<file path="config.mk">
export PLATFORM = sky130hd
export DESIGN_NAME = ahb_flash_sequencer_flat
export DESIGN_NICKNAME = d
export VERILOG_FILES = /design/src/rtl/ahb_flash_sequencer_if.sv /design/src/rtl/ahb_flash_sequencer.sv /design/src/flat_wrapper.sv
export SDC_FILE = /design/constraint.sdc
export NUM_CORES = 1
export LEC_CHECK = 0
export CORE_UTILIZATION = 50
export DETAILED_ROUTE_END_ITERATION = 10
export PLACE_DENSITY = 0.71
export SETUP_SLACK_MARGIN = 0.02
export SLEW_MARGIN = 20
export SYNTH_ARGS = -nofsm -noshare
export SYNTH_HDL_FRONTEND = slang
export SYNTH_SLANG_ARGS = --single-unit
</file>
<file path="constraint.sdc">
create_clock -name HCLK -period 6.8 [get_ports HCLK]
set_input_delay 1.36 -clock HCLK [delete_from_list [all_inputs] [get_ports HCLK]]
set_output_delay 1.36 -clock HCLK [all_outputs]
set_load 0.05 [all_outputs]
</file>
<file path="src/rtl/ahb_flash_sequencer_if.sv">
`default_nettype none
// ============================================================================
// Module : ahb_flash_sequencer_if
// Brief  : AHB-Lite slave-side signal bundle for the flash sequencer.
// Rev    : 1.0 - initial release
// ============================================================================
interface ahb_flash_sequencer_if;
  logic        HSEL;
  logic [31:0] HADDR;
  logic [1:0]  HTRANS;
  logic        HWRITE;
  logic [2:0]  HSIZE;
  logic        HREADY;
  logic [31:0] HWDATA;
  logic [31:0] HRDATA;
  logic        HREADYOUT;

  modport master (
    output HSEL, HADDR, HTRANS, HWRITE, HSIZE, HREADY, HWDATA,
    input  HRDATA, HREADYOUT
  );

  modport slave (
    input  HSEL, HADDR, HTRANS, HWRITE, HSIZE, HREADY, HWDATA,
    output HRDATA, HREADYOUT
  );
endinterface
`default_nettype wire

</file>
<file path="src/rtl/ahb_flash_sequencer.sv">
`default_nettype none
// ============================================================================
// Module : ahb_flash_sequencer
// Brief  : AHB-Lite slave running a full single-bit SPI flash command in HW.
// Rev    : 1.0 - initial release
// ============================================================================
module ahb_flash_sequencer #(
  parameter logic [7:0]  DIV_RESET   = 8'd1,
  parameter logic [7:0]  POLL_OPCODE = 8'h05,
  parameter int          BUSY_BIT    = 0,
  parameter logic [15:0] POLL_LIMIT  = 16'hFFFF
) (
  input  wire logic            HCLK,
  input  wire logic            HRESETn,
  ahb_flash_sequencer_if.slave ahb,
  output logic                 fm_sck,
  output logic                 fm_ce_n,
  input  wire logic [3:0]      fm_din,
  output logic [3:0]           fm_dout,
  output logic [3:0]           fm_douten
);

  typedef enum logic [2:0] {
    IDLE        = 3'd0,
    CS_SETUP    = 3'd1,
    SHIFT       = 3'd2,
    CS_HOLD     = 3'd3,
    CS_GAP      = 3'd4,
    POLL_DECIDE = 3'd5
  } state_t;

  // Bus-side registers
  logic        r_wr_pend;
  logic [2:0]  r_aoff;
  logic [31:0] r_cmd;
  logic [23:0] r_addr;
  logic [31:0] r_wdata;
  logic [7:0]  r_clkdiv;
  logic        r_done, r_err_busy, r_err_to;

  // Sequencer registers
  state_t      r_state;
  logic        r_busy, r_ce_n, r_sck, r_mosi, r_phase;
  logic [8:0]  r_cnt;
  logic [6:0]  r_bitn, r_nbits, r_hdr;
  logic [63:0] r_tx;
  logic [7:0]  r_rxb, r_sr;
  logic        r_rx_en, r_polling;
  logic [15:0] r_pollcnt;
  logic [31:0] r_rdata;

  logic        w_cmd_wr, w_start, w_cnt_done, w_gap_end, w_poll_stop;
  logic        w_set_done, w_set_to;
  logic [2:0]  w_clr, w_nb;
  logic [6:0]  w_nbits, w_d;
  logic [8:0]  w_div9;
  logic [31:0] w_data32;
  logic [63:0] w_tx;
  logic [7:0]  w_rxb_next;
  logic        w_unused;

  assign w_cmd_wr   = r_wr_pend && (r_aoff == 3'd0);
  assign w_start    = w_cmd_wr && !r_busy;
  assign w_clr      = (r_wr_pend && r_aoff == 3'd4) ? ahb.HWDATA[3:1] : 3'b000;
  assign w_div9     = {1'b0, r_clkdiv};
  assign w_cnt_done = (r_cnt == 9'd0);
  assign w_gap_end  = (r_state == CS_GAP) && w_cnt_done;
  assign w_poll_stop = r_polling && (!r_sr[BUSY_BIT] || r_pollcnt >= POLL_LIMIT);
  assign w_set_done = (w_gap_end && !r_cmd[13]) || ((r_state == POLL_DECIDE) && w_poll_stop);
  assign w_set_to   = (r_state == POLL_DECIDE) && r_polling && r_sr[BUSY_BIT] &&
                      (r_pollcnt >= POLL_LIMIT);

  // Outgoing frame is left-aligned: opcode, optional address, then byte 0 first
  assign w_nb     = (ahb.HWDATA[11:9] > 3'd4) ? 3'd4 : ahb.HWDATA[11:9];
  assign w_nbits  = 7'd8 + (ahb.HWDATA[8] ? 7'd24 : 7'd0) + {1'b0, w_nb, 3'b000};
  assign w_data32 = ahb.HWDATA[12] ? 32'h0 :
                    {r_wdata[7:0], r_wdata[15:8], r_wdata[23:16], r_wdata[31:24]};
  assign w_tx     = ahb.HWDATA[8] ? {ahb.HWDATA[7:0], r_addr, w_data32}
                                  : {ahb.HWDATA[7:0], w_data32, 24'h0};
  assign w_d        = r_bitn - r_hdr;
  assign w_rxb_next = {r_rxb[6:0], fm_din[1]};

  assign fm_sck        = r_sck;
  assign fm_ce_n       = r_ce_n;
  assign fm_dout       = {3'b000, r_mosi};
  assign fm_douten     = {3'b000, ~r_ce_n};
  assign ahb.HREADYOUT = 1'b1;
  assign w_unused = ^{ahb.HSIZE, ahb.HADDR[31:5], ahb.HADDR[1:0], ahb.HTRANS[0],
                      fm_din[3:2], fm_din[0], w_d[6:5]};

  always_comb begin
    ahb.HRDATA = 32'h0;
    case (r_aoff)
      3'd0:    ahb.HRDATA = r_cmd;
      3'd1:    ahb.HRDATA = {8'h00, r_addr};
      3'd2:    ahb.HRDATA = r_wdata;
      3'd3:    ahb.HRDATA = r_rdata;
      3'd4:    ahb.HRDATA = {16'h0, r_sr, 4'h0, r_err_to, r_err_busy, r_done, r_busy};
      3'd5:    ahb.HRDATA = {24'h0, r_clkdiv};
      default: ahb.HRDATA = 32'h0;
    endcase
  end

  always_ff @(posedge HCLK or negedge HRESETn) begin
    if (!HRESETn) begin
      r_wr_pend  <= 1'b0;
      r_aoff     <= 3'd0;
      r_cmd      <= 32'h0;
      r_addr     <= 24'h0;
      r_wdata    <= 32'h0;
      r_clkdiv   <= DIV_RESET;
      r_done     <= 1'b0;
      r_err_busy <= 1'b0;
      r_err_to   <= 1'b0;
    end else begin
      if (ahb.HSEL && ahb.HREADY && ahb.HTRANS[1]) begin
        r_wr_pend <= ahb.HWRITE;
        r_aoff    <= ahb.HADDR[4:2];
      end else begin
        r_wr_pend <= 1'b0;
      end
      if (w_start) r_cmd <= ahb.HWDATA;
      if (r_wr_pend) begin
        case (r_aoff)
          3'd1:    r_addr  <= ahb.HWDATA[23:0];
          3'd2:    r_wdata <= ahb.HWDATA;
          3'd5:    if (!r_busy) r_clkdiv <= ahb.HWDATA[7:0];
          default: ;
        endcase
      end
      // Set terms are OR-ed in last so a coincident W1C loses
      r_done     <= (r_done     & ~w_clr[0]) | w_set_done;
      r_err_busy <= (r_err_busy & ~w_clr[1]) | (w_cmd_wr & r_busy);
      r_err_to   <= (r_err_to   & ~w_clr[2]) | w_set_to;
    end
  end

  always_ff @(posedge HCLK or negedge HRESETn) begin
    if (!HRESETn) begin
      r_state   <= IDLE;
      r_busy    <= 1'b0;
      r_ce_n    <= 1'b1;
      r_sck     <= 1'b0;
      r_mosi    <= 1'b0;
      r_phase   <= 1'b0;
      r_cnt     <= 9'd0;
      r_bitn    <= 7'd0;
      r_nbits   <= 7'd0;
      r_hdr     <= 7'd0;
      r_tx      <= 64'h0;
      r_rxb     <= 8'h0;
      r_sr      <= 8'h0;
      r_rx_en   <= 1'b0;
      r_polling <= 1'b0;
      r_pollcnt <= 16'h0;
      r_rdata   <= 32'h0;
    end else begin
      case (r_state)
        IDLE: if (w_start) begin
          r_state   <= CS_SETUP;
          r_busy    <= 1'b1;
          r_ce_n    <= 1'b0;
          r_cnt     <= w_div9;
          r_tx      <= w_tx;
          r_nbits   <= w_nbits;
          r_hdr     <= ahb.HWDATA[8] ? 7'd32 : 7'd8;
          r_rx_en   <= ahb.HWDATA[12];
          r_polling <= 1'b0;
          r_pollcnt <= 16'h0;
          r_rdata   <= 32'h0;
        end
        CS_SETUP: if (w_cnt_done) begin
          r_state <= SHIFT;
          r_phase <= 1'b0;
          r_cnt   <= w_div9;
          r_bitn  <= 7'd0;
          r_mosi  <= r_tx[63];
          r_tx    <= {r_tx[62:0], 1'b0};
        end else begin
          r_cnt <= r_cnt - 9'd1;
        end
        SHIFT: if (!w_cnt_done) begin
          r_cnt <= r_cnt - 9'd1;
        end else if (!r_phase) begin
          r_sck   <= 1'b1;
          r_phase <= 1'b1;
          r_cnt   <= w_div9;
          if (r_rx_en && r_bitn >= r_hdr) begin
            r_rxb <= w_rxb_next;
            if (w_d[2:0] == 3'd7) begin
              if (r_polling) r_sr <= w_rxb_next;
              else           r_rdata[{w_d[4:3], 3'b000} +: 8] <= w_rxb_next;
            end
          end
        end else begin
          r_sck <= 1'b0;
          r_cnt <= w_div9;
          if (r_bitn == r_nbits - 7'd1) begin
            r_state <= CS_HOLD;
            r_mosi  <= 1'b0;
          end else begin
            r_phase <= 1'b0;
            r_bitn  <= r_bitn + 7'd1;
            r_mosi  <= r_tx[63];
            r_tx    <= {r_tx[62:0], 1'b0};
          end
        end
        CS_HOLD: if (w_cnt_done) begin
          r_state <= CS_GAP;
          r_ce_n  <= 1'b1;
          r_cnt   <= {r_clkdiv, 1'b1};
        end else begin
          r_cnt <= r_cnt - 9'd1;
        end
        CS_GAP: if (w_cnt_done) begin
          if (r_cmd[13]) begin
            r_state <= POLL_DECIDE;
          end else begin
            r_state <= IDLE;
            r_busy  <= 1'b0;
          end
        end else begin
          r_cnt <= r_cnt - 9'd1;
        end
        POLL_DECIDE: if (w_poll_stop) begin
          r_state <= IDLE;
          r_busy  <= 1'b0;
        end else begin
          r_state   <= CS_SETUP;
          r_ce_n    <= 1'b0;
          r_cnt     <= w_div9;
          r_tx      <= {POLL_OPCODE, 56'h0};
          r_nbits   <= 7'd16;
          r_hdr     <= 7'd8;
          r_rx_en   <= 1'b1;
          r_polling <= 1'b1;
          r_pollcnt <= r_pollcnt + 16'h1;
        end
        default: r_state <= IDLE;
      endcase
    end
  end

endmodule
`default_nettype wire
</file>
<file path="src/flat_wrapper.sv">
// flat-port wrapper written by rule: the top's interface ports become plain ports
module ahb_flash_sequencer_flat 
#(
  parameter logic [7:0]  DIV_RESET   = 8'd1,
  parameter logic [7:0]  POLL_OPCODE = 8'h05,
  parameter int          BUSY_BIT    = 0,
  parameter logic [15:0] POLL_LIMIT  = 16'hFFFF
)
  (HCLK, HRESETn, fm_sck, fm_ce_n, fm_din, fm_dout, fm_douten, ahb_HSEL, ahb_HADDR, ahb_HTRANS, ahb_HWRITE, ahb_HSIZE, ahb_HREADY, ahb_HWDATA, ahb_HRDATA, ahb_HREADYOUT);
  ahb_flash_sequencer_if ahb_i ();
  input  wire logic HCLK;
  input  wire logic HRESETn;
  output logic fm_sck;
  output logic fm_ce_n;
  input  wire logic [3:0] fm_din;
  output logic [3:0] fm_dout;
  output logic [3:0] fm_douten;
  input wire logic [$bits(ahb_i.HSEL)-1:0] ahb_HSEL;
  input wire logic [$bits(ahb_i.HADDR)-1:0] ahb_HADDR;
  input wire logic [$bits(ahb_i.HTRANS)-1:0] ahb_HTRANS;
  input wire logic [$bits(ahb_i.HWRITE)-1:0] ahb_HWRITE;
  input wire logic [$bits(ahb_i.HSIZE)-1:0] ahb_HSIZE;
  input wire logic [$bits(ahb_i.HREADY)-1:0] ahb_HREADY;
  input wire logic [$bits(ahb_i.HWDATA)-1:0] ahb_HWDATA;
  output wire logic [$bits(ahb_i.HRDATA)-1:0] ahb_HRDATA;
  output wire logic [$bits(ahb_i.HREADYOUT)-1:0] ahb_HREADYOUT;
  assign ahb_i.HSEL = ahb_HSEL;
  assign ahb_i.HADDR = ahb_HADDR;
  assign ahb_i.HTRANS = ahb_HTRANS;
  assign ahb_i.HWRITE = ahb_HWRITE;
  assign ahb_i.HSIZE = ahb_HSIZE;
  assign ahb_i.HREADY = ahb_HREADY;
  assign ahb_i.HWDATA = ahb_HWDATA;
  assign ahb_HRDATA = ahb_i.HRDATA;
  assign ahb_HREADYOUT = ahb_i.HREADYOUT;
  ahb_flash_sequencer #(.DIV_RESET(DIV_RESET), .POLL_OPCODE(POLL_OPCODE), .BUSY_BIT(BUSY_BIT), .POLL_LIMIT(POLL_LIMIT)) u_core (.HCLK(HCLK), .HRESETn(HRESETn), .ahb(ahb_i), .fm_sck(fm_sck), .fm_ce_n(fm_ce_n), .fm_din(fm_din), .fm_dout(fm_dout), .fm_douten(fm_douten));
endmodule
</file>
# Yosys cells after proc, flatten, opt, wreduce, memory -nomap -nowiden
# Index checks and enable logic that the tools add are counted.
# classes
shifts	2
n_mux	77
multipliers	0
addsub	8
n_eq_ne	28
n_reduce_logical	45
magnitude_cmp	3
div_mod_pow	0
bitwise_logic	13
# ops
cell	count
two-way mux 64 bit	6
one-hot mux 64 bit (4 select lines)	1
two-way mux 32 bit	7
one-hot mux 32 bit (6 select lines)	1
one-hot mux 32 bit (2 select lines)	1
two-way mux 56 bit	1
two-way mux 7 bit	8
two-way mux 9 bit	5
one-hot mux 9 bit (5 select lines)	1
one-hot mux 7 bit (2 select lines)	3
bitwise mux 32 bit	1
two-way mux 16 bit	2
one-hot mux 16 bit (2 select lines)	1
variable shift 8 x 7 -> 32 bit, first input constant	1
indexed part select 8 x 7 -> 32 bit	1
two-way mux 3 bit	10
AND reduction 7 bit	3
two-way mux 1 bit	20
inequality test 2 x 1 -> 1 bit, second input constant	10
one-hot mux 3 bit (6 select lines)	1
adder 16 x 1 -> 16 bit, second input constant	1
greater-or-equal comparator 16 bit, second input constant	1
AND reduction 4 bit	4
== test 3 bit, second input constant	5
34 further kinds	81
# totals
latchBits	0
word_cells	202
output_inout_bits	43
memories	0
regBits	270
ramBits	0
rom_bits	0
in_bits	78

# Longest topological paths before layout
# logic_depth
depth_word	10
depth_mapped	10

# Least setup slack after synthesis
# Ideal clock, no wire load.
# synth_path
path_kind	reg-to-output
from	register u_core.r_aoff[0]
to	output port ahb_HRDATA[3]
stages_incl_launch_ff	7
n_path_buf	4
setup_slack_ns	2.746
arrival_ns	2.694
cell_sequence	dfrtp_1 -> buf_1 -> clkbuf_1 -> clkbuf_1 -> clkbuf_1 -> a22oi_1 -> o22ai_1
# synth_between
elab_chain_len	2
elab_cells_between_ends	7
classes_between	eq/ne (5); mux (1); reduce/logical (1)
# synth_rtl
item	line	text
start: declaration	ahb_flash_sequencer.sv:34	logic [2:0] r_aoff;
start signal: assignment	ahb_flash_sequencer.sv:118	r_aoff <= ahb.HADDR[4:2];
== test 3 bit (tied with other cells)	ahb_flash_sequencer.sv:93	case (r_aoff)
one-hot mux 32 bit (6 select lines) *	ahb_flash_sequencer.sv:93	
end: declaration	flat_wrapper.sv:25	output wire logic [$bits(ahb_i.HRDATA)-1:0] ahb_HRDATA;
# Mark *: on every way between the ends. The rest lies on a longest branch, timed or not.

# Worst setup path after layout
# layout_path
from	register u_core.r_aoff[2]
to	output port ahb_HRDATA[8]
# The elaborated chain is that of the path after synthesis.

==> results.toml <==
[finish]
ff_latch_area_um2 = 6560
fin_area_um2 = 15500
final_nets = 1365
multiInputGateArea_um2 = 6550
drive_gt1_frac = 0.187
final_util = 0.576
syn_to_final_growth_pct = 13.5
fill_cells = 2260
instances_no_fill = 1633

[worst_setup_path]
r2r_end = "u_core.r_tx[41]"
r2r_cells = 7
timing.critical_path.required_ns = 5.44
r2r-start = "u_core.r_aoff[1]"
arrival_ns = 3.58
cp-start-kind = "flop"
critPathKind = "flop to primary output"
reg2reg_slack_ns = 2.64
cp-startpoint = "u_core.r_aoff[2]"
critPathMaxFanout = 26
endpoint_kind = "primary output"

[place]
place.port_buffers = 77
dp_hpwl_um = 22600
place_congestion = 0.852
place_ws_ns = 2.44
dp.cells = 1580
placedInstanceArea_um2 = 14600

[timing]
hold_ws_ns = 0.485
rsz0062_at_grt = "no"
fmax_ghz = 0.202
finalHoldViolations = 0
slew-limit-headroom = 0.245
setup_viol = 0
finalMaxSlewViolations = 0
setup_ws_ns = 1.86
post-route-period-util = 0.726
fin_crit_ns = 4.94
setup-tns-final_ns = 0
worst_pin_slew_ns = 1.13
skew_ns = 0.0140

[logic_synthesis]
synth_top_area_share = 0.478
seq_area_frac_synth = 0.481
synth_seq_cells = 262
syn_area_per_cell_um2 = 11.1
syn-instance-count = 1230
synth.area.top_cells = "dfrtp_1, mux2_2, mux2_1"
ys.flop_type = "dfrtp_1"
synth-warning-count = 0
synth_top_cell_by_area = "dfrtp_1"
ys_types = 74
synth_edf_count = 0
synthArstFlopShare = 1.00
synth.cell_area_um2 = 13600

[floorplan]
core_um2 = 26900
die_h_um = 167
die_area_um2 = 27900
rows = 60
initial_utilization = 0.507
fp.dieW_um = 167
io_pins = 121

[clock_network]
clock_latency_ns = 0.54
cts_tree = "done"
cts_sinks = 262
numCtsBuffers = 29
cts.clk_slew.worst_paths_ns = 0.06
cts_resized = 0
clk_path_buf_depth = 3
cts_hold_buf = 0
cts_root_buffer = "clkbuf_16"
cts.htree.levels = 1
post-cts-setup-buffers = 0

[drt]
drt-initial-drc-count = 891
drt-total-wl_um = 34400
drc = 0
drtPass1Iterations = 6
wl_per_cell_um = 21.1
num_vias = 10065
avgViaCountPerCell = 6.16
postRouteAntennaNets = 0

[global_routing]
grt_pass1_wl_um = 55500
grt_pass1_vias = 9904
grt_usage = 0.252
overflow = 0
grt_antenna_before_repair = 1
grt_max_degree = 148

[hold_path]
min-delay-start = "u_core.r_cmd[8]"
hold-path-cell-count = 2
holdPathEnd = "u_core.r_cmd[8]"
hp-class = "flop to flop"

[status]
outcome = "complete, no violations"

[power_and_ir_drop]
ir_drop_uv = 232
p_leak_nw = 6.83
power_density_nw_per_um2 = 369
power_mw = 5.71

[flow_run]
maxCapViolCount = 0
[power breakdown]
| group | internal, mW | leakage [nW] | total, mW | switching, mW |
|---|---|---|---|---|
| Combinational | 0.832 | 2.95 | 1.97 | 1.14 |
| Clock | 0.847 | 0.443 | 1.46 | 0.615 |
| Sequential | 1.93 | 3.44 | 2.28 | 0.341 |
| Total | 3.61 | 6.83 | 5.71 | 2.10 |
[state kept, by name, indices dropped and copies added, names as in the netlist, 2 cells and up]
register / cells
u_core.r_cmd: 32
u_core.r_wdata: 32
u_core.r_nbits: 4
u_core.r_rxb: 7
u_core.r_bitn: 7
u_core.r_rdata: 32
u_core.r_pollcnt: 16
u_core.r_clkdiv: 8
u_core.r_state: 3
u_core.r_addr: 24
u_core.r_cnt: 9
u_core.r_aoff: 3
u_core.r_tx: 64
u_core.r_sr: 8
u_core.r_hdr: 2
[synthesized netlist by cell type, types with 5 or more instances]
cell	instances
a22oi_1	46
nand4_1	7
buf_1	15
xnor2_1	12
nor2_1	62
nand2b_1	12
nor2b_1	17
buf_6	8
inv_1	31
or3_1	7
a31oi_1	12
mux2i_1	29
o21ai_0	81
and3_1	5
mux4_2	12
a22o_1	56
clkbuf_1	55
nand2_1	101
o22ai_1	15
nand3_1	29
a21oi_1	36
ha_1	17
mux2_2	143
dfrtp_1	260
mux2_1	48
buf_4	8
xor2_1	5
nor3_1	17
[worst max-delay path: stages, from the launching register on]
cell and delay [ns]:
dfrtp_2 0.59, buf_4 0.34, nor2b_1 0.71, a21oi_1 0.18
o22ai_1 0.31, clkdlybuf4s50_1 0.88
[cells in the final DEF, fill, tap and decap left out, drive strengths merged, types with 4 or more instances in the layout]
master and instances:
a21o 4, a21oi 36, a22o 56, a22oi 46
a31oi 12, and3 5, buf 19, clkbuf 44
clkdlybuf4s50 76, clkinv 7, conb 7, dfrtp 260
ha 17, inv 32, mux2 191, mux2i 29
mux4 12, nand2 102, nand2b 12, nand3 29
nand4 7, nor2 62, nor2b 17, nor3 19
nor3b 4, nor4 7, o211ai 4, o21ai 81
o22ai 15, o31ai 4, o32ai 4, or3 8
or4 4, xnor2 12, xor2 5
[cell type report]
| cell class | instances | area share |
|---|---|---|
| Multi-Input combinational cell | 851 | 0.424 |
| Sequential cell | 262 | 0.424 |
| Inverter | 31 | 0.00752 |
| Clock buffer | 44 | 0.0544 |
| Timing Repair Buffer | 95 | 0.0597 |
| Clock inverter | 8 | 0.00283 |
| Tap cell | 341 | 0.0276 |
| Antenna cell | 1 | 0.000162 |
[kinds of logic after synthesis]
family / synth area share
buffers and inverters: 0.0407
flip-flops: 0.481
adder cells (fa/ha/maj): 0.0156
AND/OR/NAND/NOR: 0.110
AO/OA/AOI/OAI: 0.142
XOR/XNOR: 0.0109
multiplexers: 0.199
other: 0.000551
[how the worst max path moves through the flow]
stage	endpoint	slack [ns]	cells past startpoint
3_3_place_gp	ahb_HRDATA[1]	2.44	5
3_5_place_dp	ahb_HRDATA[1]	2.44	5
6_report	ahb_HRDATA[8]	1.86	5
5_1_grt	ahb_HRDATA[1]	1.70	5
2_1_floorplan	ahb_HRDATA[3]	2.75	6
4_1_cts	ahb_HRDATA[1]	1.85	5
[per-layer routing]
layer,part of all wire,vias to the layer above,track usage,routed length [um]
met3,0.050,64,0.0314,1720
met5,0,-,0,0
met1,0.47,5105,0.371,16000
li1,-,4583,-,-
met2,0.46,313,0.389,15700
met4,0.029,0,0.0761,992
No activity file was read; power rests on OpenSTA's default activity.
